**src/rtl/multicycle_control_fsm_if.sv**
```systemverilog
// ============================================================================
// Module      : multicycle_control_fsm_if
// Description : Control bundle between the multi-cycle RV32I control unit and
//               the shared datapath / unified memory.
// Revision    : 1.0 - initial release
// ============================================================================
`default_nettype none

interface multicycle_control_fsm_if;
   logic [6:0] op;
   logic       zero;
   logic       mem_ready;
   logic       mem_req;
   logic       mem_write;
   logic       adr_src;
   logic       ir_write;
   logic       pc_update;
   logic       reg_write;
   logic [1:0] alu_src_a;
   logic [1:0] alu_src_b;
   logic [1:0] alu_op;
   logic [1:0] result_src;
   logic       instr_done;
   logic       fault;

   // Control unit side: consumes datapath status, drives control strobes
   modport master (
      input  op, zero, mem_ready,
      output mem_req, mem_write, adr_src, ir_write, pc_update, reg_write,
             alu_src_a, alu_src_b, alu_op, result_src, instr_done, fault
   );

   // Datapath side: supplies status, consumes control strobes
   modport slave (
      output op, zero, mem_ready,
      input  mem_req, mem_write, adr_src, ir_write, pc_update, reg_write,
             alu_src_a, alu_src_b, alu_op, result_src, instr_done, fault
   );
endinterface

`default_nettype wire

```
**src/rtl/multicycle_control_fsm.sv**
```systemverilog
// ============================================================================
// Module      : multicycle_control_fsm
// Description : Moore control FSM sequencing the multi-cycle RV32I datapath
//               through fetch/decode/execute/memory/writeback, with a memory
//               ready watchdog and a sticky fault state.
// Revision    : 1.0 - initial release
// ============================================================================
`default_nettype none

module multicycle_control_fsm #(
   parameter int unsigned WAIT_TIMEOUT = 15
) (
   input  wire logic                clk,
   input  wire logic                rst,
   multicycle_control_fsm_if.master bus
);

   localparam logic [7:0] c_timeout = 8'(WAIT_TIMEOUT);
   localparam logic [7:0] c_cnt_max = 8'hFF;

   localparam logic [6:0] c_op_load   = 7'b0000011;
   localparam logic [6:0] c_op_store  = 7'b0100011;
   localparam logic [6:0] c_op_rtype  = 7'b0110011;
   localparam logic [6:0] c_op_itype  = 7'b0010011;
   localparam logic [6:0] c_op_branch = 7'b1100011;
   localparam logic [6:0] c_op_jal    = 7'b1101111;

   typedef enum logic [3:0] {
      S_FETCH    = 4'd0,
      S_DECODE   = 4'd1,
      S_MEMADR   = 4'd2,
      S_MEMREAD  = 4'd3,
      S_MEMWB    = 4'd4,
      S_MEMWRITE = 4'd5,
      S_EXECUTER = 4'd6,
      S_EXECUTEI = 4'd7,
      S_ALUWB    = 4'd8,
      S_BEQ      = 4'd9,
      S_JAL      = 4'd10,
      S_FAULT    = 4'd11
   } state_t;

   state_t     r_state;
   state_t     w_state_next;
   logic [7:0] r_wait_cnt;

   logic       w_in_wait;
   logic       w_timeout;
   logic       w_pc_write;
   logic       w_branch;

   logic       w_mem_req;
   logic       w_mem_write;
   logic       w_adr_src;
   logic       w_ir_write;
   logic       w_reg_write;
   logic [1:0] w_alu_src_a;
   logic [1:0] w_alu_src_b;
   logic [1:0] w_alu_op;
   logic [1:0] w_result_src;
   logic       w_instr_done;
   logic       w_fault;

   assign w_in_wait = (r_state == S_FETCH) || (r_state == S_MEMREAD) ||
                      (r_state == S_MEMWRITE);
   // The watchdog only fires when the memory is still not ready; a ready on
   // the timeout cycle itself lets the normal transition through.
   assign w_timeout = w_in_wait && !bus.mem_ready && (r_wait_cnt == c_timeout);

   // State register
   always_ff @(posedge clk) begin
      if (rst) r_state <= S_FETCH;
      else     r_state <= w_state_next;
   end

   // Wait counter: cleared on any state change (i.e. on entry to a wait
   // state), counts stalled cycles, saturates so it can never wrap
   always_ff @(posedge clk) begin
      if (rst)
         r_wait_cnt <= 8'd0;
      else if (w_state_next != r_state)
         r_wait_cnt <= 8'd0;
      else if (w_in_wait && !bus.mem_ready && (r_wait_cnt != c_cnt_max))
         r_wait_cnt <= r_wait_cnt + 8'd1;
   end

   // Next-state decode and per-state control outputs
   always_comb begin
      w_state_next = r_state;
      w_mem_req    = 1'b0;
      w_mem_write  = 1'b0;
      w_adr_src    = 1'b0;
      w_ir_write   = 1'b0;
      w_pc_write   = 1'b0;
      w_branch     = 1'b0;
      w_reg_write  = 1'b0;
      w_alu_src_a  = 2'b00;
      w_alu_src_b  = 2'b00;
      w_alu_op     = 2'b00;
      w_result_src = 2'b00;
      w_instr_done = 1'b0;
      w_fault      = 1'b0;

      case (r_state)
         S_FETCH: begin
            w_mem_req    = 1'b1;
            w_alu_src_b  = 2'b10;
            w_result_src = 2'b10;
            if (bus.mem_ready) begin
               w_ir_write   = 1'b1;
               w_pc_write   = 1'b1;
               w_state_next = S_DECODE;
            end else if (w_timeout) begin
               w_state_next = S_FAULT;
            end
         end
         S_DECODE: begin
            w_alu_src_a = 2'b01;
            w_alu_src_b = 2'b01;
            case (bus.op)
               c_op_load, c_op_store: w_state_next = S_MEMADR;
               c_op_rtype:            w_state_next = S_EXECUTER;
               c_op_itype:            w_state_next = S_EXECUTEI;
               c_op_branch:           w_state_next = S_BEQ;
               c_op_jal:              w_state_next = S_JAL;
               default:               w_state_next = S_FAULT;
            endcase
         end
         S_MEMADR: begin
            w_alu_src_a  = 2'b10;
            w_alu_src_b  = 2'b01;
            w_state_next = (bus.op == c_op_load) ? S_MEMREAD : S_MEMWRITE;
         end
         S_MEMREAD: begin
            w_mem_req = 1'b1;
            w_adr_src = 1'b1;
            if (bus.mem_ready)  w_state_next = S_MEMWB;
            else if (w_timeout) w_state_next = S_FAULT;
         end
         S_MEMWB: begin
            w_result_src = 2'b01;
            w_reg_write  = 1'b1;
            w_instr_done = 1'b1;
            w_state_next = S_FETCH;
         end
         S_MEMWRITE: begin
            w_mem_req   = 1'b1;
            w_mem_write = 1'b1;
            w_adr_src   = 1'b1;
            if (bus.mem_ready) begin
               w_instr_done = 1'b1;
               w_state_next = S_FETCH;
            end else if (w_timeout) begin
               w_state_next = S_FAULT;
            end
         end
         S_EXECUTER: begin
            w_alu_src_a  = 2'b10;
            w_alu_op     = 2'b10;
            w_state_next = S_ALUWB;
         end
         S_EXECUTEI: begin
            w_alu_src_a  = 2'b10;
            w_alu_src_b  = 2'b01;
            w_alu_op     = 2'b10;
            w_state_next = S_ALUWB;
         end
         S_ALUWB: begin
            w_reg_write  = 1'b1;
            w_instr_done = 1'b1;
            w_state_next = S_FETCH;
         end
         S_BEQ: begin
            w_alu_src_a  = 2'b10;
            w_alu_op     = 2'b01;
            w_branch     = 1'b1;
            w_instr_done = 1'b1;
            w_state_next = S_FETCH;
         end
         S_JAL: begin
            // ALU computes oldPC+4 for rd while the PC takes the target
            w_alu_src_a  = 2'b01;
            w_alu_src_b  = 2'b10;
            w_pc_write   = 1'b1;
            w_state_next = S_ALUWB;
         end
         S_FAULT: begin
            w_fault = 1'b1;
         end
         default: begin
            w_state_next = S_FAULT;
         end
      endcase
   end

   assign bus.mem_req    = w_mem_req;
   assign bus.mem_write  = w_mem_write;
   assign bus.adr_src    = w_adr_src;
   assign bus.ir_write   = w_ir_write;
   assign bus.pc_update  = w_pc_write | (w_branch & bus.zero);
   assign bus.reg_write  = w_reg_write;
   assign bus.alu_src_a  = w_alu_src_a;
   assign bus.alu_src_b  = w_alu_src_b;
   assign bus.alu_op     = w_alu_op;
   assign bus.result_src = w_result_src;
   assign bus.instr_done = w_instr_done;
   assign bus.fault      = w_fault;

endmodule

`default_nettype wire

```
**src/flat_wrapper.sv**
```systemverilog
// flat-port wrapper written by rule: the top's interface ports become plain ports
module multicycle_control_fsm_flat 
#(
   parameter int unsigned WAIT_TIMEOUT = 15
)
  (clk, rst, bus_op, bus_zero, bus_mem_ready, bus_mem_req, bus_mem_write, bus_adr_src, bus_ir_write, bus_pc_update, bus_reg_write, bus_alu_src_a, bus_alu_src_b, bus_alu_op, bus_result_src, bus_instr_done, bus_fault);
  multicycle_control_fsm_if bus_i ();
  input  wire logic clk;
  input  wire logic rst;
  input wire logic [$bits(bus_i.op)-1:0] bus_op;
  input wire logic [$bits(bus_i.zero)-1:0] bus_zero;
  input wire logic [$bits(bus_i.mem_ready)-1:0] bus_mem_ready;
  output wire logic [$bits(bus_i.mem_req)-1:0] bus_mem_req;
  output wire logic [$bits(bus_i.mem_write)-1:0] bus_mem_write;
  output wire logic [$bits(bus_i.adr_src)-1:0] bus_adr_src;
  output wire logic [$bits(bus_i.ir_write)-1:0] bus_ir_write;
  output wire logic [$bits(bus_i.pc_update)-1:0] bus_pc_update;
  output wire logic [$bits(bus_i.reg_write)-1:0] bus_reg_write;
  output wire logic [$bits(bus_i.alu_src_a)-1:0] bus_alu_src_a;
  output wire logic [$bits(bus_i.alu_src_b)-1:0] bus_alu_src_b;
  output wire logic [$bits(bus_i.alu_op)-1:0] bus_alu_op;
  output wire logic [$bits(bus_i.result_src)-1:0] bus_result_src;
  output wire logic [$bits(bus_i.instr_done)-1:0] bus_instr_done;
  output wire logic [$bits(bus_i.fault)-1:0] bus_fault;
  assign bus_i.op = bus_op;
  assign bus_i.zero = bus_zero;
  assign bus_i.mem_ready = bus_mem_ready;
  assign bus_mem_req = bus_i.mem_req;
  assign bus_mem_write = bus_i.mem_write;
  assign bus_adr_src = bus_i.adr_src;
  assign bus_ir_write = bus_i.ir_write;
  assign bus_pc_update = bus_i.pc_update;
  assign bus_reg_write = bus_i.reg_write;
  assign bus_alu_src_a = bus_i.alu_src_a;
  assign bus_alu_src_b = bus_i.alu_src_b;
  assign bus_alu_op = bus_i.alu_op;
  assign bus_result_src = bus_i.result_src;
  assign bus_instr_done = bus_i.instr_done;
  assign bus_fault = bus_i.fault;
  multicycle_control_fsm #(.WAIT_TIMEOUT(WAIT_TIMEOUT)) u_core (.clk(clk), .rst(rst), .bus(bus_i));
endmodule
```
**config.mk**
```make
export PLATFORM = sky130hd
export DESIGN_NAME = multicycle_control_fsm_flat
export DESIGN_NICKNAME = d
export VERILOG_FILES = /design/src/rtl/multicycle_control_fsm_if.sv /design/src/rtl/multicycle_control_fsm.sv /design/src/flat_wrapper.sv
export SDC_FILE = /design/constraint.sdc
export NUM_CORES = 1
export LEC_CHECK = 0
export CORE_MARGIN = 2
export CORE_UTILIZATION = 49
export CTS_CLUSTER_DIAMETER = 200
export DETAILED_ROUTE_END_ITERATION = 8
export PLACE_DENSITY = 0.79
export SYNTH_ARGS = -nofsm -noshare
export SYNTH_HDL_FRONTEND = slang
export SYNTH_SLANG_ARGS = --single-unit
```
**constraint.sdc**
```tcl
create_clock -name clk -period 2.7 [get_ports clk]
set_input_delay 0.81 -clock clk [delete_from_list [all_inputs] [get_ports clk]]
set_output_delay 0.81 -clock clk [all_outputs]
set_load 0.005 [all_outputs]
```
==> run_results.csv, run 1 <==
group,metric,value,unit
cells_and_area,fin_area,1560,um2
min_path,min_path_type,"register to register",
timing,min_period_over_period,0.984,
cells_and_area,drive_above_1_share,0.223,
synth,synthesis.area,1150,um2
timing,fin_skew,0.0110,ns
synth,ys_types,57,
synth,synth_seq_cells,12,
run_status,status,"finished, final reports clean",
global_route,track_usage,0.240,
setup_path,worstPathMaxFanout,1,
place,place_area,1490,um2
detailed_routing,drtIter0Drc,32,
timing,final-setup-viol-count,0,
synth,synthFlopType,"dfxtp_1",
pwr,leakagePower,0.592,nW
floorplan,design.die.area,2750,um2
place,finalWeightedCongestion,0.896,
synth,synth_xor_area_frac,0.0305,
setup_path,cp-end-kind,"output port",
clocking,cts_buffer_depth,2,
clocking,tritoncts,"done",
clocking,cts_buffers,3,
detailed_routing,wl_per_cell,14.5,um
place,place_ws,-0.440,ns
clocking,clk_pin_slew,0.08,ns
cells_and_area,final_common_cell,"nor2_1",
detailed_routing,vias,1273,
floorplan,start_util,0.519,
timing,tightestPinTransition,0.395,ns
cells_and_area,diodes,0,
pwr,p_total,1.48,mW
synth,synth-edff-count,0,
synth,synth_top_family_by_area,"simple AND/OR/NAND/NOR gates",
floorplan,die_width,52.4,um
global_route,grt_pass1_vias,1175,
floorplan,rows,17,
global_route,grt_max_degree,13,
run,timing.max_cap.violations,0,
timing,hold_viol,0,
clocking,cts.sink_count,12,
timing,drv_slew,0,
setup_path,cp.required,1.89,ns
floorplan,coreArea,2210,um2
synth,synth_nets,161,
clocking,insertion_delay,0.29,ns
cells_and_area,layout_common_cells,"nor2_1, clkdlybuf4s50_1, buf_4, nand2_1, dfxtp_1",
timing,hold_ws,0.571,ns
synth,synth_compound_area_frac,0.255,
detailed_routing,viasPerCell,6.00,
clocking,cts.htree.levels,1,
synth,muxShareOfSynthArea,0.0359,
global_route,antenna_found_initial,0,
timing,slew_headroom,0.735,
timing,postLayoutSetupSlackWorst,0.0433,ns
detailed_routing,wl_met2,1.59,mm
place,port-buffer-count,26,
setup_path,start_kind,"input port",
floorplan,io_pins,27,
timing,period_minus_slack,2.66,ns
pwr,peakVddDrop,0.677,mV
detailed_routing,routed_wl,3.08,mm
detailed_routing,dr.pass1.iters,4,
detailed_routing,drc,0,
clocking,cts-root-buf,"clkbuf_4",
timing,tns,0,ns
synth,yosys.area_share.simple,0.394,
detailed_routing,wl_met1,1.29,mm
synth,ys_seq_area_frac,0.209,
synth,synth_fa_ha_area_frac,0.0109,
place,dpl.hpwl,2.29,mm
setup_path,crit_arrival,1.85,ns
detailed_routing,ant_nets,0,
global_route,grt_overflow,0,
synth,yosysWarningCount,0,
timing,clock.fmax,376,MHz
synth,synthArstFlopShare,0,
cells_and_area,final_nets,197,
pwr,power.density,947,nW/um2
detailed_routing,top_layer_used,"met4",
detailed_routing,wl_met3,141,um
floorplan,dieHeight,52.4,um
synth,avgSynthCellArea,7.71,um2
global_route,grt_pass1_wl,5.02,mm
cells_and_area,syn_to_final_growth,36.1,%
setup_path,crit_type,"input port to output port",
synth,synth_cells,149,
[stage by stage]
stage,util,instances
after floorplan,-,149
final,0.706,212
after global routing,0.706,212
after detailed placement,0.672,207
after global placement,0.672,207
after CTS,0.695,211
[cells in the mapped netlist, drive strengths merged, types with 2 or more instances]
library cell,count,area share
mux2i,3,0.026
or4,2,0.013
nor3,11,0.061
o22ai,3,0.016
a21oi,9,0.039
nand2,12,0.041
dfxtp,12,0.21
o21ai,5,0.022
nand2b,5,0.034
a211oi,2,0.017
nor2,22,0.074
and3,3,0.016
xor2,3,0.023
nor2b,5,0.034
nand3,4,0.017
buf,6,0.041
clkbuf,5,0.020
a21o,2,0.013
a31oi,3,0.016
a21boi,2,0.013
nand4,4,0.022
[metal layers]
metal | global-route usage | vias to the layer above
met5 | 0 | -
met4 | 0.107 | 0
met3 | 0.0400 | 8
met2 | 0.431 | 40
met1 | 0.274 | 588
li1 | - | 637
[cell type report]
type | instances | area [um2]
fill | 185 | 649
tap | 28 | 35.0
clock buffer | 4 | 36.3
inverter | 1 | 3.75
multi-input combinational | 125 | 860
timing repair buffer | 42 | 379
sequential | 12 | 249
[power breakdown]
| group | total, mW | internal, mW | switching [mW] |
|---|---|---|---|
| registers | 0.295 | 0.215 | 0.0802 |
| clock network | 0.153 | 0.0822 | 0.0707 |
| logic | 1.03 | 0.547 | 0.486 |
[critical path: stages]
cell and delay (ns):
clkdlybuf4s50_1 0.43, a21oi_2 0.14, nor2_1 0.06, a31oi_2 0.14, nor2_1 0.06, clkdlybuf4s15_1 0.20
[kinds of logic (layout without fill, tap and decap cells)]
logic type | Yosys count | count (layout)
flip-flops | 12 | 12
buffers and inverters | 12 | 47
adder cells (fa/ha/maj) | 1 | 1
AO/OA/AOI/OAI | 39 | 39
AND/OR/NAND/NOR | 77 | 77
XOR/XNOR | 4 | 4
multiplexers | 4 | 4
[sequential cells by signal, summed over array words and instances (netlist names)]
name               cells
u_core.r_state         4
u_core.r_wait_cnt      8
[final timing paths]
| path | start | end | cells after the start | slack (ns) |
|---|---|---|---|---|
| max | bus_zero | bus_pc_update | 6 | 0.04 |
| min | u_core.r_wait_cnt[1] | u_core.r_wait_cnt[1] | 2 | 0.57 |
| max reg2reg | u_core.r_wait_cnt[0] | u_core.r_wait_cnt[2] | 8 | 0.32 |
| min reg2reg | u_core.r_wait_cnt[1] | u_core.r_wait_cnt[1] | 2 | 0.57 |
[repair_timing]
item | 4_1_cts | 5_1_grt
hold buffers | 0 | 0
setup buffers | 0 | 1
endpoints found under the setup margin | 14 | 6
pin swaps | 3 | 1
gates resized for setup | 20 | 9
hold endpoints to repair | 0 | 0
Power figures use the tool's default switching activity.
==> inputs of run 2 (changes only) <==
--- a/config.mk
+++ b/config.mk
@@ -9,6 +9,8 @@
 export CORE_UTILIZATION = 49
 export CTS_CLUSTER_DIAMETER = 200
 export DETAILED_ROUTE_END_ITERATION = 8
+export HOLD_SLACK_MARGIN = 0.15
+export MAX_ROUTING_LAYER = met4
 export PLACE_DENSITY = 0.79
 export SYNTH_ARGS = -nofsm -noshare
 export SYNTH_HDL_FRONTEND = slang
==> run 2 against run 1 <==
Global-route usage is 0.49 points higher; clock power about the same; setup slack better by 0.0094 ns; non-clock buffer count decreased by 1; sequential share of layout area up 0.077 points; worst hold slack about the same; clock-buffer cell count unchanged; wire length shrank 0.62%; flip-flop and latch count did not move; critical path type unchanged; largest cell class unchanged; highest routed layer unchanged.
==> run_results.csv, run 2 (same netlist as run 1, synthesis figures left out) <==
group,metric,value,unit
global_route,grt_max_degree,13,
cells_and_area,fin_area,1560,um2
cells_and_area,syn_to_final_growth,35.4,%
pwr,power.density,946,nW/um2
global_route,busiest_layer,"met2",
timing,min_period_over_period,0.980,
cells_and_area,nFillCells,185,
global_route,grt_pass1_wl,5.00,mm
setup_path,worstReg2RegStart,"u_core.r_wait_cnt[0]",
min_path,min_path_type,"register to register",
global_route,use_met2,0.431,
cells_and_area,multi_input_area,860,um2
timing,hold_viol,0,
place,place_ws,-0.440,ns
detailed_routing,drtIter0Drc,31,
timing,postLayoutSetupSlackWorst,0.0527,ns
timing,drv_slew,0,
clocking,cts.sink_count,12,
pwr,p_sw_frac,0.430,
detailed_routing,viasPerCell,5.97,
setup_path,path_cells,"clkdlybuf4s50_1 > a21oi_2 > nor2_1 > a31oi_2 > nor2_1 > clkdlybuf4s15_1",
timing,rsz0062_at_grt,"no",
min_path,min-delay-start,"u_core.r_wait_cnt[1]",
floorplan,start_util,0.519,
detailed_routing,vias,1259,
setup_path,crit_arrival,1.84,ns
clocking,clk_pin_slew,0.08,ns
setup_path,max_stage_delay,0.43,ns
setup_path,r2r-end,"u_core.r_wait_cnt[2]",
run_status,status,"finished, final reports clean",
clocking,cts_buffer_depth,2,
place,finalWeightedCongestion,0.912,
clocking,ctsHoldBuffers,0,
timing,fin_skew,0.0106,ns
detailed_routing,routed_wl,3.07,mm
pwr,p_seq_frac,0.200,
setup_path,cpMaxStageDelayCell,"clkdlybuf4s50_1",
global_route,use_met3,0.0400,
pwr,peakVddDrop,0.676,mV
min_path,holdPathEnd,"u_core.r_wait_cnt[1]",
place,port-buffer-count,26,
setup_path,start_kind,"input port",
place,place_area,1490,um2
global_route,track_usage,0.245,
timing,clock.fmax,378,MHz
clocking,cts_buffers,3,
detailed_routing,wl_per_cell,14.5,um
timing,tightestPinTransition,0.395,ns
cells_and_area,regArea,249,um2
cells_and_area,layout_common_cells,"nor2_1, clkdlybuf4s50_1, buf_4, nand2_1, dfxtp_1",
run,timing.max_cap.violations,0,
timing,period_minus_slack,2.65,ns
cells_and_area,drive_above_1_share,0.219,
cells_and_area,largest_register_ffs,8,
setup_path,ff2ff_setup_slack,0.31,ns
setup_path,cp.required,1.89,ns
pwr,p_switching,0.633,mW
detailed_routing,ant_nets,0,
global_route,use_met1,0.270,
setup_path,crit_top_cell,"nor2_1",
clocking,cts.htree.levels,1,
place,dpl.hpwl,2.29,mm
floorplan,die_width,52.4,um
clocking,insertion_delay,0.29,ns
clocking,cts-root-buf,"clkbuf_4",
global_route,grt_pass1_vias,1180,
setup_path,crit_type,"input port to output port",
setup_path,rr_worst_depth,8,
floorplan,design.die.area,2750,um2
pwr,combPwrFrac,0.696,
setup_path,cp-startpoint,"bus_zero",
pwr,p_total,1.47,mW
global_route,grt_overflow,0,
pwr,p_int,0.838,mW
floorplan,coreArea,2210,um2
cells_and_area,reg_top3,"u_core.r_wait_cnt x8, u_core.r_state x4",
floorplan,io_pins,27,
detailed_routing,drc,0,
cells_and_area,final_nets,196,
timing,slew_headroom,0.735,
detailed_routing,dr.pass1.iters,4,
floorplan,rows,17,
min_path,min_path_cells,2,
pwr,clkPwrFrac,0.104,
global_route,antenna_found_initial,0,
timing,final-setup-viol-count,0,
setup_path,worstPathMaxFanout,1,
floorplan,dieHeight,52.4,um
pwr,leakagePower,0.586,nW
cells_and_area,diodes,0,
cells_and_area,top_register,"u_core.r_wait_cnt",
cells_and_area,final_common_cell,"nor2_1",
setup_path,cp-end-kind,"output port",
clocking,tritoncts,"done",
[run 2: how the worst max path moves through the flow]
stage / endpoint / slack [ns] / depth (start not counted)
floorplan: u_core.r_wait_cnt[6] / 0.17 / 7
global placement: u_core.r_wait_cnt[6] / -0.38 / 8
detailed placement: u_core.r_wait_cnt[2] / -0.44 / 8
CTS: bus_instr_done / 0.003 / 5
global route: u_core.r_wait_cnt[2] / 0.003 / 8
finish: bus_pc_update / 0.05 / 6
[run 2: metal layers]
layer / share of wire / wire (um) / vias to the layer above
met2: 0.52 / 1590 / 27
met3: 0.030 / 92 / 6
met4: 0.018 / 54 / 0
met5: 0 / 0 / -
li1: - / - / 634
met1: 0.43 / 1330 / 592
[run 2: layout make-up]
| cell class | instances | share of cell area |
|---|---|---|
| multi-input cells | 125 | 0.553 |
| repair buffers | 41 | 0.239 |
| flip-flops and latches | 12 | 0.160 |
| clock buffers | 4 | 0.0233 |
| well taps | 28 | 0.0225 |
| inverters | 1 | 0.00241 |
[run 2: worst max-delay path: cells and delay by family]
kind	cells	cell delay, ns
buffers and inverters	2	0.63
and+or+nand+nor	2	0.12
AOI/OAI and AO/OA	2	0.28
[run 2: timing repair]
item | 4_1_cts | 5_1_grt
buffers inserted | 0 | 0
setup endpoints to repair | 14 | 6
gates resized for setup | 20 | 9
pin swaps | 3 | 1
[run 2: through the flow]
step                      hold WS (ns)  setup TNS (ns)  instances   util
after floorplan                  0.514               0        149      -
after global placement           0.531           -3.37        207  0.672
after detailed placement         0.561           -3.85        207  0.672
after CTS                        0.577               0        211  0.695
after global routing             0.591               0        211  0.703
final                            0.572               0        211  0.703
[run 2: power by group through the flow]
stage / Sequential [mW] / Clock [mW] / Combinational [mW]
after floorplan: 0.223 / 0 / 0.665
after global placement: 0.284 / 0 / 0.982
after detailed placement: 0.286 / 0 / 0.992
after CTS: 0.285 / 0.151 / 1.00
after global routing: 0.300 / 0.157 / 1.12
final: 0.295 / 0.153 / 1.02
